File: config.mk
export PLATFORM = sky130hd
export DESIGN_NAME = halfband_mac_scheduler
export DESIGN_NICKNAME = d
export VERILOG_FILES = /design/src/rtl/halfband_mac_scheduler.sv
export SDC_FILE = /design/constraint.sdc
export NUM_CORES = 1
export LEC_CHECK = 0
export CORE_AREA = 3 3 235 237
export CTS_CLUSTER_SIZE = 28
export DETAILED_ROUTE_END_ITERATION = 10
export DIE_AREA = 0 0 238 240
export PLACE_DENSITY = 0.79
export SLEW_MARGIN = 20
export SYNTH_ARGS = -nofsm -noshare
export SYNTH_HDL_FRONTEND = slang
export SYNTH_SLANG_ARGS = --single-unit
File: constraint.sdc
create_clock -name clk -period 3.2 [get_ports clk]
set_clock_uncertainty 0.1 [all_clocks]
set_input_delay 0.48 -clock clk [delete_from_list [all_inputs] [get_ports clk]]
set_output_delay 0.48 -clock clk [all_outputs]
set_load 0.01 [all_outputs]
File: src/rtl/halfband_mac_scheduler.sv
// Sequencer for a decimate-by-2 halfband FIR: one shared external MAC walks the even taps.
// Define HB_SAT_COUNT_EN to add the sat_count output (count of clamped results).
module halfband_mac_scheduler #(
    parameter int  SAMPLE_WIDTH = 6,
    parameter int  COEF_WIDTH   = 16,
    parameter int  ACC_WIDTH    = 32,
    parameter int  TAPS         = 56,
    parameter int  ADDR_WIDTH   = 7,
    parameter int  OUT_SHIFT    = 16,
    localparam int NUM_MACS     = TAPS / 2,
    localparam int CA_W         = (NUM_MACS > 1) ? $clog2(NUM_MACS) : 1
) (
    input  logic                           clk,
    input  logic                           reset,
    input  logic                           valid_in,
    output logic                           ready_in,
    input  logic signed [SAMPLE_WIDTH-1:0] data_in,
    output logic        [CA_W-1:0]         coef_addr,
    input  logic signed [COEF_WIDTH-1:0]   coef_data,
    output logic                           mac_en,
    output logic                           mac_clear,
    output logic                           mac_last,
    output logic signed [SAMPLE_WIDTH-1:0] mac_a,
    output logic signed [COEF_WIDTH-1:0]   mac_b,
    input  logic                           mac_acc_valid,
    input  logic signed [ACC_WIDTH-1:0]    mac_acc,
    output logic                           valid_out,
    input  logic                           ready_out,
    output logic signed [SAMPLE_WIDTH-1:0] data_out,
    output logic                           busy
`ifdef HB_SAT_COUNT_EN
    ,
    output logic        [15:0]             sat_count
`endif
);

    localparam int DEPTH  = 2 ** ADDR_WIDTH;
    localparam int FILL_W = $clog2(TAPS + 1);
    localparam logic [FILL_W-1:0] FILL_FULL = FILL_W'(TAPS);
    localparam logic signed [ACC_WIDTH:0] SAT_MAX = (ACC_WIDTH + 1)'((2 ** (SAMPLE_WIDTH - 1)) - 1);
    localparam logic signed [ACC_WIDTH:0] SAT_MIN = ~SAT_MAX;

    typedef enum logic [1:0] {S_IDLE, S_RUN, S_DRAIN, S_OUT} state_t;

    state_t                         r_state;
    logic signed [SAMPLE_WIDTH-1:0] r_buf [DEPTH];
    logic        [ADDR_WIDTH-1:0]   r_wr_ptr;
    logic        [ADDR_WIDTH-1:0]   r_rd_addr;
    logic        [FILL_W-1:0]       r_fill;
    logic                           r_phase;
    logic        [CA_W-1:0]         r_j;
    logic                           r_mac_en;
    logic                           r_mac_clear;
    logic                           r_mac_last;
    logic                           r_valid_out;
    logic signed [SAMPLE_WIDTH-1:0] r_data_out;

    logic                           w_accept;
    logic        [FILL_W-1:0]       w_fill_next;
    logic                           w_trigger;
    logic signed [ACC_WIDTH:0]      w_rounded;

    // One extra bit of headroom so adding the half-LSB never wraps.
    function automatic logic signed [ACC_WIDTH:0] round_acc(input logic signed [ACC_WIDTH-1:0] acc);
        logic signed [ACC_WIDTH:0] ext;
        logic signed [ACC_WIDTH:0] half;
        ext                = {acc[ACC_WIDTH-1], acc};
        half               = '0;
        half[OUT_SHIFT-1]  = 1'b1;
        return (ext + half) >>> OUT_SHIFT;
    endfunction

    function automatic logic signed [SAMPLE_WIDTH-1:0] sat_sample(input logic signed [ACC_WIDTH:0] v);
        if (v > SAT_MAX) return SAT_MAX[SAMPLE_WIDTH-1:0];
        if (v < SAT_MIN) return SAT_MIN[SAMPLE_WIDTH-1:0];
        return v[SAMPLE_WIDTH-1:0];
    endfunction

    assign w_accept    = valid_in && (r_state == S_IDLE);
    assign w_fill_next = (r_fill == FILL_FULL) ? FILL_FULL : r_fill + FILL_W'(1);
    assign w_trigger   = w_accept && r_phase && (w_fill_next == FILL_FULL);
    assign w_rounded   = round_acc(mac_acc);

    assign ready_in  = (r_state == S_IDLE);
    assign busy      = (r_state != S_IDLE);
    assign coef_addr = r_j;
    assign mac_en    = r_mac_en;
    assign mac_clear = r_mac_clear;
    assign mac_last  = r_mac_last;
    assign mac_a     = r_buf[r_rd_addr];
    assign mac_b     = coef_data;
    assign valid_out = r_valid_out;
    assign data_out  = r_data_out;

    always_ff @(posedge clk) begin
        if (w_accept && !reset) begin
            r_buf[r_wr_ptr] <= data_in;
        end
    end

    always_ff @(posedge clk) begin
        if (reset) begin
            r_state     <= S_IDLE;
            r_wr_ptr    <= '0;
            r_rd_addr   <= '0;
            r_fill      <= '0;
            r_phase     <= 1'b0;
            r_j         <= '0;
            r_mac_en    <= 1'b0;
            r_mac_clear <= 1'b0;
            r_mac_last  <= 1'b0;
            r_valid_out <= 1'b0;
            r_data_out  <= '0;
        end else begin
            if (w_accept) begin
                r_wr_ptr <= r_wr_ptr + ADDR_WIDTH'(1);
                r_fill   <= w_fill_next;
                r_phase  <= ~r_phase;
            end
            case (r_state)
                S_IDLE: begin
                    // The newest sample is at the pre-increment write pointer.
                    if (w_trigger) begin
                        r_state     <= S_RUN;
                        r_rd_addr   <= r_wr_ptr;
                        r_j         <= '0;
                        r_mac_en    <= 1'b1;
                        r_mac_clear <= 1'b1;
                        r_mac_last  <= (NUM_MACS == 1);
                    end
                end
                S_RUN: begin
                    r_mac_clear <= 1'b0;
                    if (r_mac_last) begin
                        r_state    <= S_DRAIN;
                        r_mac_en   <= 1'b0;
                        r_mac_last <= 1'b0;
                    end else begin
                        r_j        <= r_j + CA_W'(1);
                        r_rd_addr  <= r_rd_addr - ADDR_WIDTH'(2);
                        r_mac_last <= (r_j == CA_W'(NUM_MACS - 2));
                    end
                end
                S_DRAIN: begin
                    if (mac_acc_valid) begin
                        r_data_out  <= sat_sample(w_rounded);
                        r_valid_out <= 1'b1;
                        r_state     <= S_OUT;
                    end
                end
                S_OUT: begin
                    if (ready_out) begin
                        r_valid_out <= 1'b0;
                        r_state     <= S_IDLE;
                    end
                end
                default: r_state <= S_IDLE;
            endcase
        end
    end

`ifdef HB_SAT_COUNT_EN
    logic [15:0] r_sat_count;
    logic        w_clamped;

    assign w_clamped = (w_rounded > SAT_MAX) || (w_rounded < SAT_MIN);
    assign sat_count = r_sat_count;

    always_ff @(posedge clk) begin
        if (reset) begin
            r_sat_count <= '0;
        end else if ((r_state == S_DRAIN) && mac_acc_valid && w_clamped && (r_sat_count != 16'hFFFF)) begin
            r_sat_count <= r_sat_count + 16'd1;
        end
    end
`endif

endmodule
==> reports/results.tsv <==
stage	metric	value	unit
placement	# port buffers	50	
detailed_routing	DR WL/cell	30.19	um
pwr	PwrDens	565.6	mW/mm^2
pwr	Logic pwr share	2.8	%
global_routing	GRT met1 Usage	37.28	%
pwr	Int Pwr	16.94	mW
sta	final setup fails	6	
pwr	Pleak	11.45	nW
yosys	Yosys top cell area share	71.21	%
worst_hold_path	path type of the worst min-delay path	primary input to flip-flop	
sta	Setup TNS Final	-4.326	ns
global_routing	initial antenna violation count	0	
placement	dpl cell area	0.03446	sq mm
sta	final hold vios	0	
detailed_routing	TritonRoute pass-1 iters	5	
global_routing	largest net degree at the start of global routing	81	
final_layout	final design utilization	70.24	%
setup_path	critical-path maximum fanout	7	
yosys	Cells after Synth	1619	
sta	fmax	252.1	MHz
yosys	Post-synth top flop	edfxtp_1	
global_routing	grt peak-use layer	met2	
global_routing	GRT overflow	0	
final_layout	Synth-to-Final Area Change	16.02	%
final_layout	layout cells sized above 1	28.53	%
detailed_routing	1st-iter DRT viols	2183	
pwr	P_sw	4.312	mW
pwr	Switching Share	20.29	%
detailed_routing	DRC viols	0	
run_status	status	complete, but fails checks	
yosys	Ys Warns	0	
sta	worst slew pin tran	0.8679	ns
global_routing	met3 GRT Util	5.701	%
yosys	Yosys reg bits	813	
sta	setup ws final	-0.7663	ns
clocking	CTS max path bufs	3	
yosys	Synthesized Nets	1689	
final_layout	ANT cells	0	
sta	unrepaired setup endpoints after global routing	true	
global_routing	met2 usage	44.47	%
detailed_routing	Routed Antenna Nets	0	
setup_path	crit path launch type	flip-flop	
detailed_routing	Post-Route WL	76780	um
clocking	Worst-Skew Late Latency	0.63	ns
sta	fin crit share	123.9	%
clocking	clock-pin slew on the worst setup and hold paths	0.06	ns
clocking	CTS hold repair buffers	0	
pwr	Clk pwr share	42.2	%
yosys	Yosys cell types	58	
clocking	clock sink count	813	
pwr	maximum vdd drop	390.6	uV
clocking	total CTS buffers	78	
detailed_routing	drt via density	6.726	
yosys	Post-synth top cells	edfxtp_1, mux4_2, nor2_1	
run_status	violated checks	setup timing	
sta	Period minus WS final	3.966	ns
yosys	async set-reset flop share out of synthesis	0	%
placement	DP Wirelength	43850	um
floorplanning	num ports	98	
detailed_routing	Via Count	17103	
final_layout	post-route cell area	0.03757	sq mm
floorplanning	Die H	240	um
yosys	Mapped Area	0.03238	sq mm
yosys	largest area contributor in the netlist	edfxtp_1	
final_layout	Multi-input gate area	0.007941	sq mm
setup_path	Critical Path AT	3.39	ns
final_layout	area taken by flip-flops and latches	0.02398	sq mm
clocking	H-tree depth	3	
sta	Slew Viols, Final	0	
final_layout	Nets	1862	
placement	DP Worst Slack	-0.3877	ns
floorplanning	Die Wd	238	um
sta	slew margin rel.	41.92	%
setup_path	Crit Path Category	flip-flop to output pin	
floorplanning	Starting Density	60.54	%
yosys	Synth area leaders	edfxtp_1, mux4_2, dfxtp_1	
floorplanning	die area	0.05712	sq mm
floorplanning	core area	0.05350	sq mm
yosys	sequential share of the synthesized area	73.99	%
global_routing	first-pass GRT wire length	115600	um
pwr	Reg power frac	55.0	%
clocking	root buf cell	clkbuf_16	
final_layout	Fillers	2964	
global_routing	total track usage	27.71	%
job	total of max-cap violations	0	
clocking	CTS tree	yes	
yosys	Syn Area/Cell	20.00	sq um
placement	gpl congestion	0.8456	
yosys	Post-synth EDFFs	768	
global_routing	vias in the first global route	17629	
yosys	count leader, synth	edfxtp_1	
setup_path	Critical Path RT	2.62	ns
setup_path	Setup crit end kind	output pin	
floorplanning	Rows	85	
[stage by stage]
step                hold slack (ns)  std cells  power, mW
floorplan                    0.3551       1619      12.16
finish                       0.2808       2543      21.25
global route                 0.2873       2543      21.78
global placement             0.3632       2373      12.47
CTS                          0.2542       2531      21.31
detailed placement           0.3684       2373      12.50
[final timing paths]
kind	from	to	slack, ns	cells after the start
setup / recovery	flip-flop	mac_a[4]	-0.77	8
hold / removal	data_in[2]	r_buf[61][2]$_DFFE_PP_	0.28	1
setup reg to reg	r_state[0]$_SDFFE_PP0P_	r_buf[20][5]$_DFFE_PP_	0.48	7
hold reg to reg	mac_en$_SDFFE_PP0P_	mac_en$_SDFFE_PP0P_	0.37	2
[power groups by stage]
stage               Sequential, mW  Clock (mW)  Combinational [mW]
finish                        11.7        8.97               0.592
floorplan                     11.9           0               0.251
detailed placement            11.9           0               0.587
global placement              11.9           0               0.559
global route                  11.7        9.46               0.639
CTS                           11.7        9.04               0.585
[cell families (layout without fill, tap and decap cells)]
family,after synthesis,count (layout),synth area share (%)
AO/OA/AOI/OAI,104,104,2.222
XOR/XNOR,15,15,0.4057
adder cells (fa/ha/maj),11,11,0.4250
buffers and inverters,115,343,1.770
flip-flops,813,813,73.99
multiplexers,252,252,16.84
AND/OR/NAND/NOR,309,309,4.347
[registers in the layout (all words and copies together) (netlist names), named ones only]
| name | count |
|---|---|
| r_rd_addr | 7 |
| r_buf | 768 |
| mac_clear | 1 |
| valid_out | 1 |
| mac_en | 1 |
| mac_last | 1 |
| r_state | 2 |
| r_wr_ptr | 7 |
| r_fill | 6 |
| coef_addr | 5 |
| data_out | 6 |
| r_phase | 1 |
[layout by cell type, fill, tap and decap left out, types with 7 or more instances in the layout]
master           synthesis  layout
nor3_1                  11      11
buf_12                   0      40
inv_1                   16      16
buf_4                   25      88
mux4_2                 234     234
o211ai_1                 7       7
clkbuf_16                0      82
buf_16                   0      10
buf_6                    3       7
clkinv_1                 0      15
ha_1                    11      11
clkinv_2                 0       9
o21ai_0                 16      16
nand2b_1                 9       9
nor2b_1                  9       9
clkdlybuf4s50_1          0      38
dfxtp_1                 45      41
a22oi_1                 27      11
a21oi_1                 20      20
nand4_1                 18      18
edfxtp_1               768     768
clkbuf_1                33      13
nand3_1                 19      19
nand2_1                 45      45
a22oi_2                  0      16
xor2_1                   9       9
mux2i_1                 16      14
nor2_1                 163     163
[worst max-delay path: stages, from the launching register on]
cell and delay, ns:
dfxtp_4 0.40, buf_12 0.12, buf_12 0.15, buf_12 0.15, mux4_2 0.56, mux4_2 0.46
o211ai_1 0.39, nand4_1 0.28, buf_2 0.22
[per-layer routing]
metal / up-vias / part of all wire [%] / wire length, um
met3: 244 / 9.4 / 7193
li1: 6996 / - / -
met5: - / 0 / 0
met4: 0 / 4.9 / 3752
met2: 1145 / 49 / 37920
met1: 8718 / 36 / 27920
[what timing repair did]
action,4_1_cts,5_1_grt
resized for setup,64,7
setup endpoints to repair,6,6
pin swaps,18,6
cloned,6,0
setup buffers,17,12
[layout make-up]
type	count	share of cell area, %
Sequential cell	813	63.81
Inverter	16	0.1598
Multi-Input combinational cell	691	21.14
Tap cell	696	2.318
Clock inverter	39	0.9058
Clock buffer	96	5.628
Timing Repair Buffer	192	6.044
(Power assumes the default switching activity.)
